--- config.mk ---
export PLATFORM = sky130hd
export DESIGN_NAME = add_1bit
export DESIGN_NICKNAME = d
export VERILOG_FILES = /design/src/rtl/add_1bit.sv
export SDC_FILE = /design/constraint.sdc
export NUM_CORES = 1
export LEC_CHECK = 0
export ABC_AREA = 1
export BUFFER_PORTS_ARGS = -buffer_cell sky130_fd_sc_hd__buf_2
export CORE_AREA = 2 2 39 41
export CTS_BUF_LIST = sky130_fd_sc_hd__clkbuf_4 sky130_fd_sc_hd__clkbuf_8 sky130_fd_sc_hd__clkbuf_16
export CTS_CLUSTER_DIAMETER = 30
export DETAILED_ROUTE_END_ITERATION = 6
export DIE_AREA = 0 0 41 43
export PLACE_DENSITY = 0.74
export SLEW_MARGIN = 20
export SYNTH_ARGS = -nofsm -noshare
export SYNTH_HDL_FRONTEND = slang
export SYNTH_SLANG_ARGS = --single-unit
--- constraint.sdc ---
create_clock -name clk -period 3.2 [get_ports clk]
set_clock_uncertainty 0.05 [all_clocks]
set_input_delay 0.64 -clock clk [delete_from_list [all_inputs] [get_ports clk]]
set_output_delay 0.64 -clock clk [all_outputs]
set_load 0.05 [all_outputs]
--- src/rtl/add_1bit.sv ---
// One-bit full adder with a combinational sum/carry, a valid-qualified
// registered copy of the result, and a saturating carry-out event counter.
module add_1bit #(
    parameter int unsigned CNT_WIDTH = 8
) (
    input  logic                 clk,
    input  logic                 reset,
    input  logic                 A,
    input  logic                 B,
    input  logic                 CI,
    input  logic                 in_valid,
    input  logic                 count_clr,
    output logic                 O,
    output logic                 C,
    output logic                 O_r,
    output logic                 C_r,
    output logic                 out_valid,
    output logic [CNT_WIDTH-1:0] carry_count
);

    localparam logic [CNT_WIDTH-1:0] CNT_MAX = '1;

    logic                 half_sum;
    logic                 count_inc;
    logic [CNT_WIDTH-1:0] carry_count_nxt;

    // Combinational sum/carry; deliberately independent of clk/reset
    assign half_sum = A ^ B;
    assign O        = half_sum ^ CI;
    assign C        = (A & B) | (CI & half_sum);

    // Clear wins over increment; increment stops at all-ones
    assign count_inc = in_valid & C & (carry_count != CNT_MAX);

    always_comb begin
        carry_count_nxt = carry_count;
        if (count_clr) begin
            carry_count_nxt = '0;
        end else if (count_inc) begin
            carry_count_nxt = carry_count + CNT_WIDTH'(1);
        end
    end

    // Registered result holds while in_valid is low
    always_ff @(posedge clk or negedge reset) begin
        if (!reset) begin
            O_r       <= 1'b0;
            C_r       <= 1'b0;
            out_valid <= 1'b0;
        end else begin
            out_valid <= in_valid;
            if (in_valid) begin
                O_r <= O;
                C_r <= C;
            end
        end
    end

    always_ff @(posedge clk or negedge reset) begin
        if (!reset) begin
            carry_count <= '0;
        end else begin
            carry_count <= carry_count_nxt;
        end
    end

endmodule

==> metrics.cfg <==
[setup_path]
cp.required_ns = 2.51
critPathLaunchType = primary input
crit_chain = buf_2, fa_1, buf_2
crit_top_cell = buf_2
slowest_delay_ns = 0.54
cp-end-kind = output port
worstPathMaxFanout = 2
crit_buf_inv = 2
timing_worst_setup_path_type = in -> out
crit_slowest_cell = fa_1
path_delay_family = adder cells
arrival_ns = 1.55

[routing]
viasPerCell = 4.88
drt-pass1-iter-count = 4
wirelength_mm = 1.32
drcViolationCount = 0
drt_iter0_drc = 8
antenna_left = 0
wl_per_cell_um = 11.0
vias = 585

[min_path]
hold_path_class = in -> async

[cts]
cts_tree = built
cts-root-buf = clkbuf_4
clk_pin_slew_ns = 0.08
h-tree-depth = 1
cts_made_buffers = 3
clkLatencyLatePin_ns = 0.27
cts_resized = 0
cts_setup_buffers = 0
ctsLongestPathBuffers = 2
holdBufCountCts = 0
cts_sinks = 11

[floorplan]
die_w_um = 41
rows = 14
coreArea_um2 = 1380
initial_core_util = 0.447
die_area_um2 = 1760
fp.dieH_um = 43
io_pins = 20

[placement]
portBuffers = 19
gp_congestion = 0.755
dp.final_hpwl_mm = 1.02
post-place-ws_ns = 0.955
placed_area_um2 = 729
dp_cells = 116

[power]
combPwrFrac = 0.211
peakVddDrop_mv = 0.177
power.internal_mw = 0.218
power_switching_share = 0.326
p_seq_frac = 0.460
clockPowerShare = 0.329
power.leakage_nw = 0.437
power.total_mw = 0.323
cellPowerDensity_nw_per_um2 = 425
power.switching_mw = 0.105

[final_layout]
fin_cells = 120
layout-drive-gt1-share = 0.279
layout_common_cells = nand2_1, buf_2, nand3_1
final_util = 0.549
stdcell_area_um2 = 759
fin_nets = 114
antennaDiodeCount = 0
area_growth_pct = 22.9
final_common_cell = nand2_1

[yosys]
netlist_area_um2 = 618
syn_nets = 91
synth_top_area_share = 0.445
synth_area_leader_cell = dfrtp_1
synth_cell_types = 17
syn_avg_cell_area_um2 = 7.54
synth_seq_cells = 11
syn_inst = 82
yosys-top-cells-area = dfrtp_1, nand2_1, nand3_1
synth_seq_area_share = 0.445
yosys_warnings = 0

[global_routing]
grt_pass1_vias = 515
grt_max_degree = 12
overflow = 0
grt_usage = 0.181
grt_pass1_wl_mm = 2.17
antenna_found_initial = 0

[sta]
layout_setup_ws_ns = 0.961
fin_setup_tns_ns = 0
rsz0062_at_grt = no
max_slew_margin = 0.781
fmax_mhz = 447
hold_violations = 0
slew_violations = 0
fin_crit_ns = 2.24
hold_slack_ns = 0.171
tightest_slew_ns = 0.329
fin_crit_sh = 0.700
setup_viol = 0

[outcome]
outcome = complete, no violations

[flow_run]
drv_cap = 0

layer usage:
layer / up-vias / part of all wire / global-route usage
met1: 269 / 0.44 / 0.236
li1: 299 / - / -
met3: 5 / 0.027 / 0.0314
met2: 12 / 0.52 / 0.281
met4: 0 / 0.018 / 0.0800
met5: - / 0 / 0
flip-flops by register name (all words and copies together) (netlist names):
| register | flops |
|---|---|
| C_r | 1 |
| O_r | 1 |
| carry_count | 8 |
| out_valid | 1 |
cells in the mapped netlist:
| master | instances |
|---|---|
| clkbuf_1 | 1 |
| mux2_2 | 1 |
| nor2_2 | 2 |
| nand2_4 | 1 |
| o21ai_1 | 1 |
| nand3_1 | 14 |
| nand2_2 | 1 |
| fa_1 | 1 |
| nor2_1 | 7 |
| dfrtp_1 | 11 |
| inv_2 | 1 |
| nand2_1 | 24 |
| a21oi_1 | 2 |
| xor2_1 | 1 |
| inv_1 | 11 |
| ha_1 | 1 |
| o21ai_0 | 2 |
cells by family after synthesis:
logic type,share of synthesized area
AO/OA/AOI/OAI,0.0405
adder cells (fa/ha/maj),0.0526
XOR/XNOR,0.0142
buffers and inverters,0.0789
multiplexers,0.0182
AND/OR/NAND/NOR,0.350
flip-flops,0.445
power by group through the flow:
| stage | sequential (mW) | clock, mW | combinational, mW |
|---|---|---|---|
| detailed placement | 0.151 | 0 | 0.0689 |
| floorplan | 0.173 | 0 | 0.0283 |
| finish | 0.149 | 0.106 | 0.0681 |
| CTS | 0.149 | 0.105 | 0.0691 |
| global route | 0.150 | 0.112 | 0.0739 |
| global placement | 0.151 | 0 | 0.0675 |
worst paths after layout:
kind | from | endpoint | slack [ns] | cells after the start
setup / recovery | A | O | 0.96 | 3
hold / removal | reset | O_r | 0.17 | 1
setup reg to reg | carry_count[0] | carry_count[6] | 1.79 | 8
hold reg to reg | O_r | O_r | 0.46 | 1
max in group asynchronous | reset | carry_count[2] | 2.72 | 1
min in group clk | O_r | O_r | 0.46 | 1
area by class of cell:
type / instances / area [µm²]
multi-input cells: 58 / 294
fillers: 134 / 624
inverters: 12 / 45.0
well taps: 16 / 20.0
clock buffers: 4 / 30.0
flip-flops and latches: 11 / 275
repair buffers: 19 / 95.1
Note: power is estimated with default switching activity, not from simulation.
